File: config.mk
export PLATFORM = sky130hd
export DESIGN_NAME = div_unit
export DESIGN_NICKNAME = d
export VERILOG_FILES = /design/src/rtl/div_unit.sv
export SDC_FILE = /design/constraint.sdc
export NUM_CORES = 1
export LEC_CHECK = 0
export CAP_MARGIN = 20
export CORE_MARGIN = 2
export CORE_UTILIZATION = 55
export CTS_BUF_LIST = sky130_fd_sc_hd__clkbuf_8
export DETAILED_ROUTE_END_ITERATION = 8
export PLACE_DENSITY = 0.79
export SYNTH_ARGS = -nofsm -noshare
export SYNTH_HDL_FRONTEND = slang
export SYNTH_SLANG_ARGS = --single-unit
File: constraint.sdc
create_clock -name clk -period 6.7 [get_ports clk]
set_clock_uncertainty 0.15 [all_clocks]
set_input_delay 1.005 -clock clk [delete_from_list [all_inputs] [get_ports clk]]
set_output_delay 1.005 -clock clk [all_outputs]
set_load 0.05 [all_outputs]
File: src/rtl/div_unit.sv
// ---- div_unit : radix-2 restoring divider for DIV/DIVU, {rem, quot} result (rev 1.0) ----
`default_nettype none

module div_unit #(
  parameter int DATA_W = 32,
  parameter int CNT_W  = 6
) (
  input  logic                  clk,
  input  logic                  rst,
  input  logic                  signed_div,
  input  logic [DATA_W-1:0]     opdata1,
  input  logic [DATA_W-1:0]     opdata2,
  input  logic                  start,
  input  logic                  annul,
  output logic [2*DATA_W-1:0]   result,
  output logic                  ready
);

  typedef enum logic [1:0] {
    FREE    = 2'd0,
    BY_ZERO = 2'd1,
    ON      = 2'd2,
    END     = 2'd3
  } state_t;

  localparam logic [CNT_W-1:0] LAST_CNT = CNT_W'(DATA_W);

  state_t              state;
  state_t              state_nxt;
  logic [CNT_W-1:0]    cnt;
  logic [DATA_W-1:0]   dvd;
  logic [DATA_W-1:0]   dvs;
  logic [DATA_W-1:0]   rem;
  logic                neg_q;
  logic                neg_r;

  logic [DATA_W-1:0]   op1_abs;
  logic [DATA_W-1:0]   op2_abs;
  logic [DATA_W:0]     rem_sh;
  logic [DATA_W:0]     diff;
  logic                fits;
  logic [DATA_W-1:0]   quot_fix;
  logic [DATA_W-1:0]   rem_fix;
  logic                go;

  assign go = start && !annul;

  // Magnitudes of the operands; the most negative value maps onto itself,
  // which is still the correct unsigned magnitude.
  assign op1_abs = (signed_div && opdata1[DATA_W-1]) ? -opdata1 : opdata1;
  assign op2_abs = (signed_div && opdata2[DATA_W-1]) ? -opdata2 : opdata2;

  // One restoring step: shift the next dividend bit into the partial remainder
  // and keep the difference only when it did not go negative.
  assign rem_sh = {rem, dvd[DATA_W-1]};
  assign diff   = rem_sh - {1'b0, dvs};
  assign fits   = ~diff[DATA_W];

  assign quot_fix = neg_q ? -dvd : dvd;
  assign rem_fix  = neg_r ? -rem : rem;

  always_ff @(posedge clk or posedge rst) begin
    if (rst) begin
      state <= FREE;
    end else begin
      state <= state_nxt;
    end
  end

  always_comb begin
    state_nxt = state;
    case (state)
      FREE: begin
        if (go) begin
          state_nxt = (opdata2 == '0) ? BY_ZERO : ON;
        end
      end
      BY_ZERO: state_nxt = END;
      ON: begin
        if (annul) begin
          state_nxt = FREE;
        end else if (cnt == LAST_CNT) begin
          state_nxt = END;
        end
      end
      END: begin
        if (!start) begin
          state_nxt = FREE;
        end
      end
      default: state_nxt = FREE;
    endcase
  end

  always_ff @(posedge clk or posedge rst) begin
    if (rst) begin
      cnt    <= '0;
      dvd    <= '0;
      dvs    <= '0;
      rem    <= '0;
      neg_q  <= 1'b0;
      neg_r  <= 1'b0;
      result <= '0;
      ready  <= 1'b0;
    end else begin
      case (state)
        FREE: begin
          result <= '0;
          ready  <= 1'b0;
          if (go && (opdata2 != '0)) begin
            dvd   <= op1_abs;
            dvs   <= op2_abs;
            rem   <= '0;
            cnt   <= '0;
            neg_q <= signed_div && (opdata1[DATA_W-1] ^ opdata2[DATA_W-1]);
            neg_r <= signed_div && opdata1[DATA_W-1];
          end
        end
        BY_ZERO: begin
          result <= '0;
          ready  <= 1'b0;
        end
        ON: begin
          ready <= 1'b0;
          if (!annul) begin
            if (cnt != LAST_CNT) begin
              rem <= fits ? diff[DATA_W-1:0] : rem_sh[DATA_W-1:0];
              dvd <= {dvd[DATA_W-2:0], fits};
              cnt <= cnt + CNT_W'(1);
            end else begin
              result <= {rem_fix, quot_fix};
              ready  <= 1'b1;
            end
          end
        end
        END: begin
          // The zero-divisor path arrives here with ready low; it rises one
          // edge later, and the result stays held until start drops.
          if (!start) begin
            ready  <= 1'b0;
            result <= '0;
          end else begin
            ready  <= 1'b1;
          end
        end
        default: begin
          ready  <= 1'b0;
          result <= '0;
        end
      endcase
    end
  end

endmodule

`default_nettype wire

Word-level counts from Yosys, hierarchy flattened
Index checks and enable logic that the tools add are counted.
Widths: inputs -> output; s select.
{"block": "totals", "regBits": 171, "wordCells": 75}
{"block": "classes", "n_addsub": 6, "n_eq_ne": 12, "n_mux": 31, "bitwise": 2, "n_reduce_logical": 15}
{"op": "$mux 32", "count": 11}
{"op": "$mux 64", "count": 3}
{"op": "$pmux 64 s3", "count": 1}
{"op": "$neg 32->32", "count": 4}
{"op": "$pmux 32 s2", "count": 2}
{"op": "$sub 33x32->33", "count": 1}
{"op": "$logic_not 32->1", "count": 1}
{"op": "$reduce_bool 32->1", "count": 1}
{"op": "$mux 6", "count": 3}
{"op": "$ne 2x2->1 const B", "count": 6}
{"op": "$pmux 6 s2", "count": 1}
{"op": "$mux 2", "count": 5}
{"op": "$pmux 2 s4", "count": 1}
{"op": "$add 6x1->6 const B", "count": 1}
{"op": "$eq 6x6->1 const B", "count": 1}
{"op": "$ne 6x6->1 const B", "count": 1}
{"op": "$reduce_and 3->1", "count": 2}
{"op": "$logic_and 1x1->1", "count": 5}
{"op": "$eq 2x2->1 const B", "count": 2}
{"op": "$reduce_and 4->1", "count": 1}
{"op": "$mux 1", "count": 3}
{"op": "$ne 3x3->1 const B", "count": 1}
{"op": "$pmux 1 s3", "count": 1}
{"op": "$eq 2x1->1 const B", "count": 1}
{"op": "other kinds (7)", "count": 7}

Longest topological paths before layout
Gate-level depths: netlist (run 1).
{"block": "logic_depth", "depth_word": 5, "depth_mapped": 14, "ltp_nobuf": 12}

Least setup slack after synthesis (run 1)
OpenSTA, ideal clock, no wires.
{"block": "synth_timing", "path_kind": "input to register", "startpoint": "input port opdata2[0]", "endpoint": "register cnt[1]", "setup_ns": 0.121, "t_arrival_ns": 3.089, "required_ns": 6.429, "slack_ns": 3.340, "stages": 12, "n_path_buf": 1, "path_cell_list": "inv_1 > ha_1 > or4b_4 > nor2b_4 > nand2_2 > nand4bb_4 > nor4_4 > or4_2 > nand2_4 > buf_4 > nand3_1 > o21ai_1"}
{"block": "synth_between", "elab_chain_cells": 4}
{"element": "start, declared", "line": "12", "source": "input logic [DATA_W-1:0] opdata2,"}
{"element": "$reduce_bool 32->1", "line": "110", "source": "if (go && (opdata2 != '0)) begin"}
{"element": "$logic_and 1x1->1", "line": "110"}
{"element": "$ne 2x2->1 (no line)"}
{"element": "$reduce_and 4->1 (no line)"}
{"element": "end signal, assigned", "line": "129", "source": "cnt <= cnt + CNT_W'(1);"}
{"element": "end, declared", "line": "30", "source": "logic [CNT_W-1:0] cnt;"}
Every way passes these cells.
A chain may end at the register's enable or synchronous reset.

Worst setup path in the final report (run 1)
{"block": "layout_timing", "startpoint": "register dvd[31]", "endpoint": "register rem[25]"}
{"block": "layout_between", "elab_chain_cells": 5}
{"element": "start, declared", "line": "31", "source": "logic [DATA_W-1:0] dvd;"}
{"element": "start signal, assigned", "line": "111", "source": "dvd <= op1_abs;"}
{"element": "start signal, assigned", "line": "128", "source": "dvd <= {dvd[DATA_W-2:0], fits};"}
{"element": "$sub 33x32->33", "line": "56", "source": "assign diff = rem_sh - {1'b0, dvs};"}
{"element": "$mux 32", "line": "127", "source": "rem <= fits ? diff[DATA_W-1:0] : rem_sh[DATA_W-1:0];"}
{"element": "$mux 32", "line": "126", "source": "if (cnt != LAST_CNT) begin"}
{"element": "$mux 32", "line": "125", "source": "if (!annul) begin"}
{"element": "$pmux 32 s2", "line": "106", "source": "case (state)"}
{"element": "end signal, assigned", "line": "127"}
{"element": "end, declared", "line": "33", "source": "logic [DATA_W-1:0] rem;"}
Every way passes these cells. The select of a mux whose other input is x is not followed.

==> impl_metrics.toml, run 1 <==
[global_route]
grt_start_max_net_pins = 78
gr-usage-all-layers_pct = 26.8
antenna_found_initial = 0
grt_pass1_vias = 9375
grt_pass1_wl_um = 46900
grt_overflow_total = 0

[cts]
numCtsBuffers = 17
cts_sinks = 171
cts_setup_buffers = 0
clock_latency_ns = 0.48
postCtsResizedCells = 0
path_clk_slew_ns = 0.09
cts_root_buf = "clkbuf_8"
hold_buffers = 0
clockBufferDepth = 2
cts_tree = "yes"
cts-htree-levels = 4

[synthesis]
postSynthCellCount = 1327
synth_fp_nets = 1435
yosysUniqueCellTypes = 69
ys_seq_elements = 171
async_reset_ff_share_pct = 100
synth.area.top_cells = "dfrtp_1 (38%), o21ai_0 (8.0%), xor2_1 (7.7%), nand2_1 (7.0%), ha_1 (4.2%)"
ys_warn_count = 0
synthFlopType = "dfrtp_1"
ys_seq_area_share_pct = 38.0
yosysTopAreaCell = "dfrtp_1"
avgSynthCellArea_um2 = 8.48
synthTopCellsByCount = "nand2_1 (211), o21ai_0 (179), dfrtp_1 (171), xor2_1 (99), a21oi_1 (90)"
yosysMostFrequentCell = "nand2_1"
syn_area_mm2 = 0.0113
synth_edf_count = 0
synth_top_area_share_pct = 38.0

[final_layout]
fin_cells = 1707
synthToLayoutAreaGrowth_pct = 17.2
seq_area_mm2 = 0.00428
final_core_util_pct = 65.4
multiInputGateArea_mm2 = 0.00649
antenna_cells = 0
fill_cells = 1756
num-nets-final = 1532
drive_above_1_share_pct = 5.22

[place]
port_buffers = 133
hpwl_um = 20800
place.gp.congestion = 0.908
dp_cells = 1672

[timing]
finalCritPeriodShare_pct = 62.9
hold_viol = 0
finalSetupTns_ns = 0
worst_hold_slack_ns = 0.335
maxSlewViolCount = 0
rsz0062_at_grt = "false"
clock.fmax_mhz = 237
worstMarginPinSlew_ns = 1.08
period_minus_slack_ns = 4.22
slew_headroom_pct = 28.1
setup_viol = 0

[floorplanning]
start_util_pct = 55.8
fp.coreArea_mm2 = 0.0202
die_h_um = 147
top_level_ports = 134
dieWidth_um = 147
rows = 52
dieArea_mm2 = 0.0216

[flow_run]
maxCapViolations = 0

[critical_path]
worstSetupEndpointType = "flip-flop"
path_max_fanout = 36
cpMaxStageDelayCell = "a41o_2"
slowest_delay_ns = 0.88
crit_required_ns = 6.91
endpoint = "rem[25]"
cp.arrival_ns = 4.43
worstSetupStartpointType = "flip-flop"
r2r_start = "dvd[31]"
r2r_cells = 12
crit_chain = "inv_1, ha_1, fa_1, nand2b_1, a21oi_1, o211ai_2, a311oi_2, nor2_1, o21ai_2, a41o_2, o21ai_0, a31o_2"
startpoint = "dvd[31]"
timing_worst_setup_path_type = "reg2reg"
timing.rr.end = "rem[25]"
reg2reg_slack_ns = 2.48

[route]
drt-initial-drc-count = 774
first_pass_iters = 5
drc = 0
ant_nets = 0
vias_per_cell = 5.86
drt_wl_total_um = 28600
route.vias.total = 10000
routedWlPerCell_um = 16.7

[pwr]
p_leak_nw = 5.61
p_per_area_mw_per_mm2 = 430
vdd_ir_drop_max_v = 0.000326

[min_path]
hold_class = "reg2reg"

[run_status]
status = "completed"
==> cell families after synthesis <==
logic type / count (synthesis) / synth area share [%]
buffers and inverters: 120 / 4.48
DFF: 171 / 38.0
muxes: 31 / 2.76
xor gates and xnor gates: 146 / 11.4
and+or+nand+nor: 428 / 18.4
adders and majority gates: 39 / 4.40
AOI/OAI and AO/OA: 392 / 20.6
==> sequential cells by signal, summed over array words and instances (netlist names) <==
| signal | flops |
|---|---|
| result | 64 |
| dvd | 32 |
| dvs | 32 |
| rem | 32 |
| cnt | 6 |
| state | 2 |
| neg_q | 1 |
| neg_r | 1 |
| ready | 1 |
==> per-stage QoR <==
stage | cell area [um2] | power [mW] | worst slack (ns)
final | 13200 | 5.68 | 2.48
after global routing | 13200 | 6.12 | 2.24
after CTS | 13100 | 5.63 | 2.48
after detailed placement | 12700 | 4.84 | 2.08
after global placement | 12700 | 4.73 | 2.22
after floorplan | 11300 | 4.14 | 0.913
==> layout make-up <==
cell class / instances / share of cell area (%)
Timing Repair Buffer: 142 / 10.9
Tap cell: 270 / 2.56
Multi-Input combinational cell: 1036 / 49.2
Clock buffer: 19 / 1.98
Clock inverter: 13 / 1.26
Inverter: 56 / 1.63
Sequential cell: 171 / 32.4
==> critical path, delay by kind of cell (launching register included) <==
| family | cells | cell delay (ns) |
|---|---|---|
| buf+inv | 1 | 0.09 |
| simple gates | 2 | 0.35 |
| fa+ha+maj | 2 | 0.62 |
| flops | 1 | 0.44 |
| compound gates | 7 | 2.44 |
==> power by group <==
group          switching (mW)  total (mW)  internal, mW
Clock                   0.398       0.789         0.391
Combinational            1.89        3.19          1.30
Sequential              0.379        1.70          1.32
Total                    2.67        5.68          3.01
==> how the worst min path moves through the flow <==
| stage | from | end | slack, ns | cells after the start |
|---|---|---|---|---|
| global route | result[12] | result[12] | 0.36 | 2 |
| floorplan | dvs[22] | dvs[22] | 0.30 | 2 |
| global placement | result[12] | result[12] | 0.31 | 2 |
| finish | result[12] | result[12] | 0.33 | 2 |
| detailed placement | result[43] | result[43] | 0.32 | 2 |
| CTS | result[43] | result[43] | 0.34 | 2 |
==> placed cells by master (no fill, tap or decap), drive strengths merged, types with 17 or more instances in the layout <==
cell type	netlist	routed
dfrtp	171	171
o31ai	30	30
mux2i	31	31
xor2	99	99
nor2	73	73
a21oi	90	90
clkdlybuf4s50	0	133
clkbuf	48	19
nand2	215	215
xnor2	47	47
inv	56	58
ha	38	38
nor3	17	17
nand3	29	29
o41ai	19	19
o21ai	202	202
==> per-layer routing <==
layer  vias to the layer above  share of wire, %  GRT usage (%)
li1                       4841                 -              -
met1                      4807                44           36.4
met2                       315                48           44.3
met3                        46               5.2           3.66
met4                         0               2.4           9.42
met5                         -                 0              0
No activity file was read; power rests on OpenSTA's default activity.
==> inputs of run 2 (changes only) <==
==> constraint.sdc (replaced) <==
create_clock -name clk -period 4.4 [get_ports clk]
set_clock_uncertainty 0.15 [all_clocks]
set_input_delay 0.66 -clock clk [delete_from_list [all_inputs] [get_ports clk]]
set_output_delay 0.66 -clock clk [all_outputs]
set_load 0.05 [all_outputs]
==> run 2 against run 1 <==
Sequential cell count unchanged. Core utilization grew 0.68 points. Fmax increased by 7.3%. Routed wire length up 0.52%. Critical path type unchanged. Worst hold slack got worse by 0.0019 ns. Highest routed layer unchanged. Largest cell class unchanged.
==> impl_metrics.toml, run 2 (synthesized netlist as in run 1, its figures left out) <==
[critical_path]
crit_chain = "inv_1, ha_1, fa_1, nand2b_1, a21oi_1, o211ai_2, a311oi_2, nor2_1, o21ai_2, a41o_2, buf_12, mux2i_1, o21ai_0"
cpMaxStageDelayCell = "dfrtp_1"
critPathBufInv = 2
crit_required_ns = 4.56
crit_family = "compound AO/OA/AOI/OAI gates"
r2r_cells = 13
cp.arrival_ns = 4.09
path_max_fanout = 27
worstSetupEndpointType = "flip-flop"
timing_worst_setup_path_type = "reg2reg"
r2r_start = "dvd[31]"
slowest_delay_ns = 0.43
worstSetupStartpointType = "flip-flop"
timing.rr.end = "rem[24]"
reg2reg_slack_ns = 0.47

[min_path]
hold_class = "reg2reg"
hold_depth = 2
min_from = "result[51]"
hold_end = "result[51]"

[global_route]
grt_util_met3_pct = 3.42
grt_pass1_wl_um = 47600
busiest_layer = "met2"
grt_overflow_total = 0
grt_start_max_net_pins = 78
gr-usage-all-layers_pct = 27.2
grt_pass1_vias = 9576
globalRouteMet1Util_pct = 36.6
antenna_found_initial = 0
grt_use_met2_pct = 45.0

[timing]
finalCritPeriodShare_pct = 89.3
clock.fmax_mhz = 254
finalSetupTns_ns = 0
slew_headroom_pct = 29.7
worstMarginPinSlew_ns = 1.06
worst_hold_slack_ns = 0.333
period_minus_slack_ns = 3.93
setup_viol = 0
maxSlewViolCount = 0
hold_viol = 0
rsz0062_at_grt = "false"

[floorplanning]
dieArea_mm2 = 0.0216
dieWidth_um = 147
die_h_um = 147
top_level_ports = 134
rows = 52
start_util_pct = 55.8
fp.coreArea_mm2 = 0.0202

[place]
port_buffers = 133
hpwl_um = 21100
place.gp.congestion = 0.949

[final_layout]
num-nets-final = 1541
final_common_cell = "nand2_1"
largest_reg_flops = 64
fill_cells = 1685
final_cell_mix = "nand2_1 (211), o21ai_0 (179), dfrtp_1 (171), clkdlybuf4s50_1 (133), xor2_1 (99)"
multiInputGateArea_mm2 = 0.00649
drive_above_1_share_pct = 5.81
synthToLayoutAreaGrowth_pct = 18.4
antenna_cells = 0
top_register = "result"
seq_area_mm2 = 0.00428

[route]
drt-initial-drc-count = 704
route.vias.total = 9995
first_pass_iters = 5
routedWlPerCell_um = 16.7
drt_wl_total_um = 28700
vias_per_cell = 5.82
drc = 0
ant_nets = 0

[pwr]
seqPwrFrac_pct = 29.3
p_leak_nw = 5.68
p_int_mw = 4.73
p_comb_share_pct = 55.8
swShare_pct = 46.3
vdd_ir_drop_max_v = 0.000370
p_per_area_mw_per_mm2 = 662
clkPwrFrac_pct = 14.9
switchingPower_mw = 4.08

[cts]
postCtsResizedCells = 0
hold_buffers = 0
path_clk_slew_ns = 0.10
clock_latency_ns = 0.48
cts-htree-levels = 4
cts_tree = "yes"
cts_sinks = 171
cts_root_buf = "clkbuf_8"
numCtsBuffers = 17
clockBufferDepth = 2
cts_setup_buffers = 0

[flow_run]
maxCapViolations = 0

[run_status]
status = "completed"
[run 2: cell types whose count changed in the layout (fill, tap and decap cells not counted), sizes merged]
cell / before / now
inv: 58 / 57
bufinv: 3 / 5
buf: 9 / 18
clkbuf: 19 / 18
clkinv: 5 / 4
clkinvlp: 3 / 4
[run 2: area by class of cell]
| cell class | count | share of cell area, % |
|---|---|---|
| clock inverters | 14 | 1.63 |
| repair buffers | 151 | 11.6 |
| clock buffers | 18 | 1.86 |
| inverters | 56 | 1.61 |
| well taps | 270 | 2.54 |
| multi-input cells | 1036 | 48.7 |
| flip-flops and latches | 171 | 32.1 |
[run 2: routing by layer]
metal  vias to the layer above  wire length (um)
li1                       4853                 -
met1                      4772             12600
met2                       314             13800
met3                        56              1490
met4                         0               782
met5                         -                 0
[run 2: stage by stage]
stage / std cells / util, % / setup slack (ns) / instance area (um2) / total power, mW
floorplan: 1327 / - / 1.29 / 11300 / 6.31
global placement: 1682 / 63.6 / 0.509 / 12800 / 7.28
detailed placement: 1682 / 63.6 / 0.400 / 12800 / 7.43
CTS: 1714 / 65.9 / 0.546 / 13300 / 8.76
global route: 1716 / 66.1 / 0.310 / 13300 / 9.50
finish: 1716 / 66.1 / 0.470 / 13300 / 8.82
[run 2: worst max-delay path by stage]
stage / from / to / cells after the start
2_1_floorplan: dvd[31] / rem[29] / 14
3_3_place_gp: opdata2[0] / rem[31] / 12
3_5_place_dp: opdata2[0] / rem[31] / 12
4_1_cts: dvd[31] / rem[24] / 13
5_1_grt: dvd[31] / rem[17] / 13
6_report: dvd[31] / rem[24] / 13
[run 2: tightest hold or removal path: cells and delay by family (launching register included)]
family | cells | cell delay (ns)
AOI/OAI and AO/OA | 1 | 0.06
DFF | 1 | 0.35
and+or+nand+nor | 1 | 0.04
[run 2: power groups by stage]
stage / clock (mW) / sequential [mW] / combinational [mW]
2_1_floorplan: 0 / 2.53 / 3.78
3_3_place_gp: 0 / 2.60 / 4.68
3_5_place_dp: 0 / 2.63 / 4.81
4_1_cts: 1.32 / 2.60 / 4.84
5_1_grt: 1.38 / 2.66 / 5.45
6_report: 1.31 / 2.59 / 4.92
